<file path="src/rtl/alu_decode_pipe_pkg.sv">
// Shared decode definitions: ALU function codes, major opcodes (instr[6:2])
// and bit positions of the one-hot mul/div operation vector.
package alu_decode_pipe_pkg;

  typedef enum logic [3:0] {
    RV_ALU_NONE = 4'd0,
    RV_ALU_ADD  = 4'd1,
    RV_ALU_SUB  = 4'd2,
    RV_ALU_AND  = 4'd3,
    RV_ALU_OR   = 4'd4,
    RV_ALU_XOR  = 4'd5,
    RV_ALU_SLL  = 4'd6,
    RV_ALU_SRL  = 4'd7,
    RV_ALU_SRA  = 4'd8,
    RV_ALU_SLT  = 4'd9,
    RV_ALU_SLTU = 4'd10
  } rv_alu_e;

  localparam logic [4:0] OPC_LOAD      = 5'b00000;
  localparam logic [4:0] OPC_MISC_MEM  = 5'b00011;
  localparam logic [4:0] OPC_OP_IMM    = 5'b00100;
  localparam logic [4:0] OPC_AUIPC     = 5'b00101;
  localparam logic [4:0] OPC_OP_IMM_32 = 5'b00110;
  localparam logic [4:0] OPC_STORE     = 5'b01000;
  localparam logic [4:0] OPC_OP        = 5'b01100;
  localparam logic [4:0] OPC_LUI       = 5'b01101;
  localparam logic [4:0] OPC_OP_32     = 5'b01110;
  localparam logic [4:0] OPC_BRANCH    = 5'b11000;
  localparam logic [4:0] OPC_JALR      = 5'b11001;
  localparam logic [4:0] OPC_JAL       = 5'b11011;
  localparam logic [4:0] OPC_SYSTEM    = 5'b11100;

  localparam int unsigned MD_MUL    = 0;
  localparam int unsigned MD_MULH   = 1;
  localparam int unsigned MD_MULHSU = 2;
  localparam int unsigned MD_MULHU  = 3;
  localparam int unsigned MD_DIV    = 4;
  localparam int unsigned MD_DIVU   = 5;
  localparam int unsigned MD_REM    = 6;
  localparam int unsigned MD_REMU   = 7;

  // alt picks SUB for funct3=000 and SRA for funct3=101; caller qualifies it.
  function automatic rv_alu_e alu_func_f3(input logic [2:0] f3, input logic alt);
    case (f3)
      3'b000:  return alt ? RV_ALU_SUB : RV_ALU_ADD;
      3'b001:  return RV_ALU_SLL;
      3'b010:  return RV_ALU_SLT;
      3'b011:  return RV_ALU_SLTU;
      3'b100:  return RV_ALU_XOR;
      3'b101:  return alt ? RV_ALU_SRA : RV_ALU_SRL;
      3'b110:  return RV_ALU_OR;
      default: return RV_ALU_AND;
    endcase
  endfunction

endpackage

</file>
<file path="src/rtl/uriscv_skid_buf.sv">
// Two-entry valid/ready buffer: an output register plus one skid register,
// so the upstream ready can be a flop while sustaining one transfer per cycle.
module uriscv_skid_buf #(
  parameter int WIDTH = 8
) (
  input  logic             clk_i,
  input  logic             rst_ni,
  input  logic             flush_i,
  input  logic             in_valid_i,
  output logic             in_ready_o,
  input  logic [WIDTH-1:0] in_data_i,
  output logic             out_valid_o,
  input  logic             out_ready_i,
  output logic [WIDTH-1:0] out_data_o
);

  logic             r_out_valid;
  logic             r_skid_valid;
  logic [WIDTH-1:0] r_out_data;
  logic [WIDTH-1:0] r_skid_data;
  logic             w_accept;
  logic             w_out_free;

  assign in_ready_o  = ~r_skid_valid;
  assign out_valid_o = r_out_valid;
  assign out_data_o  = r_out_data;
  assign w_accept    = in_valid_i & ~r_skid_valid;
  assign w_out_free  = ~r_out_valid | out_ready_i;

  always_ff @(posedge clk_i or negedge rst_ni) begin
    if (!rst_ni) begin
      r_out_valid  <= 1'b0;
      r_skid_valid <= 1'b0;
      r_out_data   <= '0;
      r_skid_data  <= '0;
    end else if (flush_i) begin
      r_out_valid  <= 1'b0;
      r_skid_valid <= 1'b0;
    end else if (w_out_free) begin
      // A held skid entry is older than anything upstream, so it moves first.
      if (r_skid_valid) begin
        r_out_data   <= r_skid_data;
        r_out_valid  <= 1'b1;
        r_skid_valid <= 1'b0;
      end else begin
        r_out_valid <= w_accept;
        if (w_accept) r_out_data <= in_data_i;
      end
    end else if (w_accept) begin
      r_skid_data  <= in_data_i;
      r_skid_valid <= 1'b1;
    end
  end

endmodule

</file>
<file path="src/rtl/alu_decode_pipe.sv">
// Registered RV32I/RV64I decode/issue stage: combinational decode into a
// skid-buffered bundle, with mul/div issue held while the mul/div unit is busy.
module alu_decode_pipe
  import alu_decode_pipe_pkg::*;
#(
  parameter int XLEN                     = 32,
  parameter int PC_W                     = 32,
  parameter int SUPPORT_CSR              = 1,
  parameter int SUPPORT_MUL              = 1,
  parameter int SUPPORT_DIV              = 1,
  parameter int SUPPORT_TRAP_INVALID_OPC = 1
) (
  input  logic            clk_i,
  input  logic            rst_ni,
  input  logic            flush_i,
  input  logic            fetch_valid_i,
  output logic            fetch_ready_o,
  input  logic [31:0]     fetch_instr_i,
  input  logic [PC_W-1:0] fetch_pc_i,
  input  logic [XLEN-1:0] rs1_val_i,
  input  logic [XLEN-1:0] rs2_val_i,
  input  logic [XLEN-1:0] csr_data_i,
  input  logic            muldiv_busy_i,
  output logic            issue_valid_o,
  input  logic            issue_ready_i,
  output logic [PC_W-1:0] pc_o,
  output logic [XLEN-1:0] alu_a_o,
  output logic [XLEN-1:0] alu_b_o,
  output logic [3:0]      alu_func_o,
  output logic            write_rd_o,
  output logic [4:0]      rd_idx_o,
  output logic [7:0]      muldiv_op_o,
  output logic            invalid_o
);

  typedef struct packed {
    logic [PC_W-1:0] pc;
    logic [XLEN-1:0] a;
    logic [XLEN-1:0] b;
    logic [3:0]      func;
    logic            wr;
    logic [4:0]      rd;
    logic [7:0]      md;
    logic            inv;
  } bundle_t;

  localparam bit L_TRAP = (SUPPORT_TRAP_INVALID_OPC != 0);

  logic [4:0]      w_opc;
  logic [2:0]      w_f3;
  logic [XLEN-1:0] w_imm_i;
  logic [XLEN-1:0] w_imm_u;
  logic [XLEN-1:0] w_pc_x;
  logic [XLEN-1:0] w_a;
  logic [XLEN-1:0] w_b;
  rv_alu_e         w_func;
  logic            w_wr;
  logic [7:0]      w_md;
  logic            w_illegal;
  bundle_t         w_in;
  bundle_t         w_out;
  logic            w_out_valid;
  logic            w_out_ready;
  logic            w_stall;

  assign w_opc   = fetch_instr_i[6:2];
  assign w_f3    = fetch_instr_i[14:12];
  assign w_imm_i = XLEN'($signed(fetch_instr_i[31:20]));
  assign w_imm_u = XLEN'($signed({fetch_instr_i[31:12], 12'h000}));
  assign w_pc_x  = XLEN'(fetch_pc_i);

  always_comb begin
    w_a       = '0;
    w_b       = '0;
    w_func    = RV_ALU_NONE;
    w_wr      = 1'b0;
    w_md      = '0;
    w_illegal = (fetch_instr_i[1:0] != 2'b11);
    case (w_opc)
      OPC_OP_IMM: begin
        w_a    = rs1_val_i;
        w_b    = w_imm_i;
        w_func = alu_func_f3(w_f3, fetch_instr_i[30] & (w_f3 == 3'b101));
        w_wr   = 1'b1;
      end
      OPC_OP: begin
        w_a = rs1_val_i;
        w_b = rs2_val_i;
        if (fetch_instr_i[31:25] == 7'b0000001) begin
          if (w_f3[2] ? (SUPPORT_DIV != 0) : (SUPPORT_MUL != 0)) begin
            w_md = 8'b1 << w_f3;
            w_wr = 1'b1;
          end else begin
            w_illegal = 1'b1;
          end
        end else begin
          w_func = alu_func_f3(w_f3, fetch_instr_i[30]);
          w_wr   = 1'b1;
        end
      end
      OPC_LUI, OPC_AUIPC: begin
        w_a    = (w_opc == OPC_AUIPC) ? w_pc_x : '0;
        w_b    = w_imm_u;
        w_func = RV_ALU_ADD;
        w_wr   = 1'b1;
      end
      OPC_JAL, OPC_JALR: begin
        w_a    = w_pc_x;
        w_b    = XLEN'(4);
        w_func = RV_ALU_ADD;
        w_wr   = 1'b1;
      end
      OPC_SYSTEM: begin
        // funct3=000 is ECALL/EBREAK/MRET: no rd write, nothing for the ALU.
        if (w_f3 == 3'b100 || SUPPORT_CSR == 0) begin
          w_illegal = 1'b1;
        end else if (w_f3 != 3'b000) begin
          w_b    = csr_data_i;
          w_func = RV_ALU_ADD;
          w_wr   = 1'b1;
        end
      end
      OPC_LOAD:                             w_wr = 1'b1;
      OPC_STORE, OPC_BRANCH, OPC_MISC_MEM:  ;
      default:                              w_illegal = 1'b1;
    endcase
    if (w_illegal) begin
      w_a    = '0;
      w_b    = '0;
      w_func = RV_ALU_NONE;
      w_wr   = 1'b0;
      w_md   = '0;
    end
  end

  assign w_in = '{pc: fetch_pc_i, a: w_a, b: w_b, func: w_func, wr: w_wr,
                  rd: fetch_instr_i[11:7], md: w_md, inv: L_TRAP & w_illegal};

  uriscv_skid_buf #(
    .WIDTH($bits(bundle_t))
  ) u_skid (
    .clk_i       (clk_i),
    .rst_ni      (rst_ni),
    .flush_i     (flush_i),
    .in_valid_i  (fetch_valid_i),
    .in_ready_o  (fetch_ready_o),
    .in_data_i   (w_in),
    .out_valid_o (w_out_valid),
    .out_ready_i (w_out_ready),
    .out_data_o  (w_out)
  );

  // Only mul/div ops wait on the busy mul/div unit.
  assign w_stall       = (|w_out.md) & muldiv_busy_i;
  assign issue_valid_o = w_out_valid & ~w_stall;
  assign w_out_ready   = issue_ready_i & ~w_stall;

  assign pc_o        = w_out.pc;
  assign alu_a_o     = w_out.a;
  assign alu_b_o     = w_out.b;
  assign alu_func_o  = w_out.func;
  assign write_rd_o  = w_out.wr;
  assign rd_idx_o    = w_out.rd;
  assign muldiv_op_o = w_out.md;
  assign invalid_o   = w_out.inv;

endmodule

</file>
<file path="config.mk">
export PLATFORM = sky130hd
export DESIGN_NAME = alu_decode_pipe
export DESIGN_NICKNAME = d
export VERILOG_FILES = /design/src/rtl/alu_decode_pipe_pkg.sv /design/src/rtl/uriscv_skid_buf.sv /design/src/rtl/alu_decode_pipe.sv
export SDC_FILE = /design/constraint.sdc
export NUM_CORES = 1
export LEC_CHECK = 0
export BUFFER_PORTS_ARGS = -buffer_cell sky130_fd_sc_hd__buf_2
export CAP_MARGIN = 40
export CORE_MARGIN = 2
export CORE_UTILIZATION = 45
export DETAILED_ROUTE_END_ITERATION = 10
export GPL_TIMING_DRIVEN = 0
export PLACE_DENSITY = 0.71
export SLEW_MARGIN = 40
export SYNTH_ARGS = -nofsm -noshare
export SYNTH_HDL_FRONTEND = slang
export SYNTH_HIERARCHICAL = 1
export SYNTH_SLANG_ARGS = --single-unit
export TNS_END_PERCENT = 20
</file>
<file path="constraint.sdc">
create_clock -name clk_i -period 2.7 [get_ports clk_i]
set_clock_uncertainty 0.05 [all_clocks]
set_input_delay 0.135 -clock clk_i [delete_from_list [all_inputs] [get_ports clk_i]]
set_output_delay 0.135 -clock clk_i [all_outputs]
set_load 0.02 [all_outputs]
</file>
* After elaboration in Yosys (flattened, before gate mapping) *
Cells that the tools add are included.

storage, ports and cells
  flip-flop bits (word level) = 232
  bits of input ports = 166
  output and inout port bits = 117
  word-level logic and storage cells = 84

operators by class
  equality and inequality tests = 18
  shift-type cells = 1
  multiplexer cells = 35
  bitwise logic cells = 11
  reduce and logical (&&, ||, !) cells = 15

operator list
  kind                   count
  $mux W115              2
  $mux W32               5
  $pmux W32 S5           1
  $pmux W32 S3           1
  $pmux W4 S7            2
  $mux W8                3
  $eq A5 B5 Y1 const B   4
  $mux W4                4
  $pmux W4 S4            1
  $eq A5 B4 Y1 const B   3
  $mux W1                12
  $eq A5 B3 Y1 const B   2
  $reduce_or A10 Y1      1
  $eq A3 B3 Y1 const B   3
  $reduce_or A8 Y1       1
  $shl A1 B3 Y8 const A  1
  $eq A7 B1 Y1 const B   1
  $reduce_or A7 Y1       1
  $eq A3 B2 Y1 const B   2
  $reduce_and A3 Y1      2
  $reduce_bool A3 Y1     2
  $reduce_or A2 Y1       3
  $and A1 B1 Y1          5
  $eq A5 B2 Y1 const B   1
  10 further kinds       17

* Longest topological paths before layout *
  depth after elaboration = 8
  depth in mapped cells = 9
  gate-level depth less buffers = 7

* By module *
Netlist, hierarchy kept.

by module, submodules not included
  module           times used  cells each  area an instance (sq um)  sequential area each (sq um)
  uriscv_skid_buf  1           623         10183.5                   5805.6
  alu_decode_pipe  1           250         1466.4                    0.0

* Least setup slack after synthesis *
OpenSTA, ideal clock, no wires.

  path type = flip-flop to flip-flop
  start = reg u_skid.r_out_data[6] (netlist: u_skid/out_data_o[6])
  end = reg u_skid.r_out_data[58] (netlist: u_skid/out_data_o[58])
  library setup time = 0.125 ns
  data arrival time = 2.397 ns
  data required time = 2.525 ns
  path slack = 0.128 ns
  cell stages (with the launch flop) = 9
  buffers on the path = 2
  clock period less this slack = 2.572 ns
  cell sequence = dfrtp_1 or4_1 o21ai_0 and2_1 and2b_1 nor3_4 buf_4 buf_6 mux2_2

on the way
  word-level cells in the longest chain between the ends = 6

RTL lines
  item                         line                    source
  from (decl)                  uriscv_skid_buf.sv:19   logic [WIDTH-1:0] r_out_data;
  from (signal assigned)       uriscv_skid_buf.sv:42   r_out_data <= r_skid_data;
  from (signal assigned)       uriscv_skid_buf.sv:47   if (w_accept) r_out_data <= in_data_i;
  $reduce_or A8 Y1             alu_decode_pipe.sv:154  assign w_stall = (|w_out.md) & muldiv_busy_i;
  $and A1 B1 Y1                alu_decode_pipe.sv:154
  $not A1 Y1                   alu_decode_pipe.sv:156  assign w_out_ready = issue_ready_i & ~w_stall;
  $and A1 B1 Y1                alu_decode_pipe.sv:156
  via w_out_ready              alu_decode_pipe.sv:63   logic w_out_ready;
  $or A1 B1 Y1                 uriscv_skid_buf.sv:28   assign w_out_free = ~r_out_valid | out_ready_i;
  $reduce_and A3 Y1 (no line)  --

The timed path passes the listed nets, and every way through them passes these cells.
A chain may end at the register's enable or synchronous reset.

* Worst setup path in the final report *
  start = reg u_skid.r_out_data[2] (netlist: u_skid/out_data_o[2])
  end = reg u_skid.r_skid_data[106]

on the way
  word-level cells in the longest chain between the ends = 7

RTL lines
  item                         line                    source
  $reduce_or A8 Y1             alu_decode_pipe.sv:154
  $and A1 B1 Y1                alu_decode_pipe.sv:154
  $not A1 Y1                   alu_decode_pipe.sv:156
  $and A1 B1 Y1                alu_decode_pipe.sv:156
  via w_out_ready              alu_decode_pipe.sv:63
  $or A1 B1 Y1                 uriscv_skid_buf.sv:28
  $not A1 Y1 (no line)         --
  $reduce_and A3 Y1 (no line)  --
  to (signal assigned)         uriscv_skid_buf.sv:50   r_skid_data <= in_data_i;
  to (decl)                    uriscv_skid_buf.sv:20   logic [WIDTH-1:0] r_skid_data;

The timed path passes the listed nets, and every way through them passes these cells.

==> run metrics <==
Avg Inst Size Synth 13.3 sq um; r2r setup slk 0.05 ns; Die ar. 27200 sq um; pre-CTS setup slack -0.355 ns; reg2reg start u_skid/out_data_o[2]; n_diodes 0; GRT Overall Usage 23.1%; WS Path Type flip-flop to flip-flop; cells on worst reg2reg path 8; Synth cell types 49; GRT Residual Overflow 0; crit path launch type flip-flop; VDD IR max 0.000469 V; die width 165 um; Post-DRT Antenna Nets 0; Reg clk slew, reported paths 0.06 ns; FF-to-FF End u_skid/r_skid_data[106]; Routed WL per cell 20.1 um; Starting DRT DRC Count 508; Mapped Area 11600 sq um; largest net degree at the start of global routing 74; Least-Margin Pin Slew 0.703 ns; Primary FF master, synth dfrtp_1; setup slack after layout 0.0501 ns; Die Y 165 um; Fin. Hold Viols 0; Slew Viols, Final 0; Ys Warns 6; DRT Pass-1 Iters 5; Peak Freq 0.377 GHz; part of the cycle the worst path needs 98.1%; critical path endpoint category flip-flop; nets 1402; share of cells above drive strength 1 57.6%; maxcap violations 0; Synth area leader dfrtp_1; CP Data Arrival Time 3.00 ns; post-synth top area share 49.8%; Hold Crit Class primary input to flip-flop; CTS Root Cell clkbuf_16; TritonCTS clock tree built; status completed; Post-Route WL 31800 um; sink of the worst hold path u_skid/r_skid_data[78]; Sinks on Clock Net 232; Max-slew headroom 53.1%; I/O pin cnt 283; num rows 58; sequential-to-total area share from yosys stat 49.8%; CP required 3.05 ns; DR vias 8616; Min Hold Slack 0.0135 ns; Setup TNS 0 ns; Final setup viols 0; FFs w/ async S/R, synth 100%; RD Place Congestion 0.953; most frequent cell after synthesis mux2_2; Num CTS Buffers 26; H-tree depth 1; Vias per Instance 5.43; Initial Util 46.0%; Post-synth EDFFs 0; first-pass GRT wire length 48500 um; CP max FO 10; Tmin final 2.65 ns; initial antenna violation count 2; Min-Delay Path Depth 4; clock tree buffer depth 3; Core Footprint 25300 sq um; HP Start rs1_val_i[27]; later-pin clock latency in the skew report 0.52 ns; residual DRC count 0; Synth area leaders dfrtp_1 50%, mux2_2 27%, mux2_4 6.4%; vias in the first global route 8713; commonest cells in the netlist 284 x mux2_2, 232 x dfrtp_1, 53 x nor2_1, 50 x mux2_4, 34 x a22oi_1; RSZ-0062 raised after global routing true; Synth Net Count 1039; Power Density 574 nW/um^2; Buffers on Ports 281; Leak 7.51 nW; DP HPWL 23100 um; Synth Instances 873; area delta synth->final 28.8%; Yosys reg bits 232
## cell usage in the layout, fill, tap and decap left out, types with 2 or more instances in the layout
cell type      netlist  final
mux2_4              50     50
dfrtp_1            232    232
buf_16               0      3
clkbuf_8             0      6
mux2_2             284    284
and2_1               4      4
buf_6               10     10
a22oi_1             34     34
buf_12               0      5
buf_2               33    307
nand2_1             30     30
nor4b_2              2      2
mux2_1              11     11
buf_8                0      2
and3_1               2      2
a21oi_1             29     29
buf_4                3      6
a222oi_1            10     10
clkinv_4             0      2
nor2_1              53     53
nand3_2              3      3
nor3_1               6      6
a221oi_1            20     20
clkbuf_16            0     27
dlygate4sd3_1        0     47
clkinv_2             0      8
o21ai_1              1      2
clkbuf_1            17     21
inv_1                3      3
buf_1                2      2
nand3_1              2      2
o21ai_0              3      2
or4_1                2      2
nand2b_1             4      4
## metrics by stage
step,instance area (sq um),utilization [%],power [mW],std cells
2_1_floorplan,11600,-,4.60,873
3_3_place_gp,13500,53.2,5.05,1484
3_5_place_dp,13600,53.5,5.10,1487
4_1_cts,14900,59.0,8.70,1585
5_1_grt,15000,59.3,8.99,1586
6_report,15000,59.3,8.61,1586
## timing repair
action                                  in CTS  in global routing
gates resized for setup                      6                 24
pin swaps                                    1                  2
endpoints found under the setup margin     165                175
endpoints found under the hold margin      240                  0
hold buffers                                48                  0
buffers inserted                             2                  1
## cells by family after synthesis
| family | Yosys count | share of synthesized area [%] |
|---|---|---|
| AOI/OAI and AO/OA | 105 | 6.55 |
| buffers and inverters | 68 | 3.29 |
| and+or+nand+nor | 122 | 5.28 |
| DFF | 232 | 49.8 |
| muxes | 346 | 35.0 |
## final cells by class
class	count	area, sq um
fill	2063	10300
tap	330	413
timing repair buffer	335	2000
clock buffer	37	773
clock inverter	11	87.6
inverter	3	11.3
multi-input combinational	573	5460
sequential	232	5810
buffer	65	455
## critical path, stage by stage (launching register included)
cell and delay (ns):
dfrtp_1 0.41, or4_1 0.52, o21ai_1 0.16, and2_1 0.15, and2b_1 0.22, nand3_2 0.24
buf_6 0.22, buf_6 0.22, mux2_4 0.32
## state kept, by name (all words and copies together) (netlist names)
register / count
u_skid/out_data_o: 115
u_skid/out_valid_o: 1
u_skid/r_skid_data: 115
u_skid/r_skid_valid: 1
## where the power goes
| group | switching, mW | leakage, nW | total (mW) | internal, mW |
|---|---|---|---|---|
| registers | 0.133 | 3.09 | 3.88 | 3.74 |
| clock network | 1.41 | 0.434 | 3.49 | 2.09 |
| logic | 0.604 | 3.99 | 1.24 | 0.636 |
| total | 2.14 | 7.51 | 8.61 | 6.47 |
## routing by layer
metal	global-route usage, %	part of all wire, %	up-vias	wire length (um)
met4	7.43	3.2	2	1010
met5	0	0.038	-	12
met1	29.5	42	4243	13500
met3	5.02	6.8	58	2160
met2	39.0	48	345	15100
li1	-	-	3968	-
## worst max-delay path by stage
stage,from,end
5_1_grt,u_skid/out_data_o[2],u_skid/r_skid_data[109]
6_report,u_skid/out_data_o[2],u_skid/r_skid_data[106]
3_3_place_gp,rst_ni,u_skid/out_data_o[30]
3_5_place_dp,u_skid/out_data_o[6],u_skid/out_data_o[91]
4_1_cts,u_skid/out_data_o[6],u_skid/out_data_o[104]
2_1_floorplan,u_skid/out_data_o[6],u_skid/out_data_o[58]
Power figures use the tool's default switching activity.
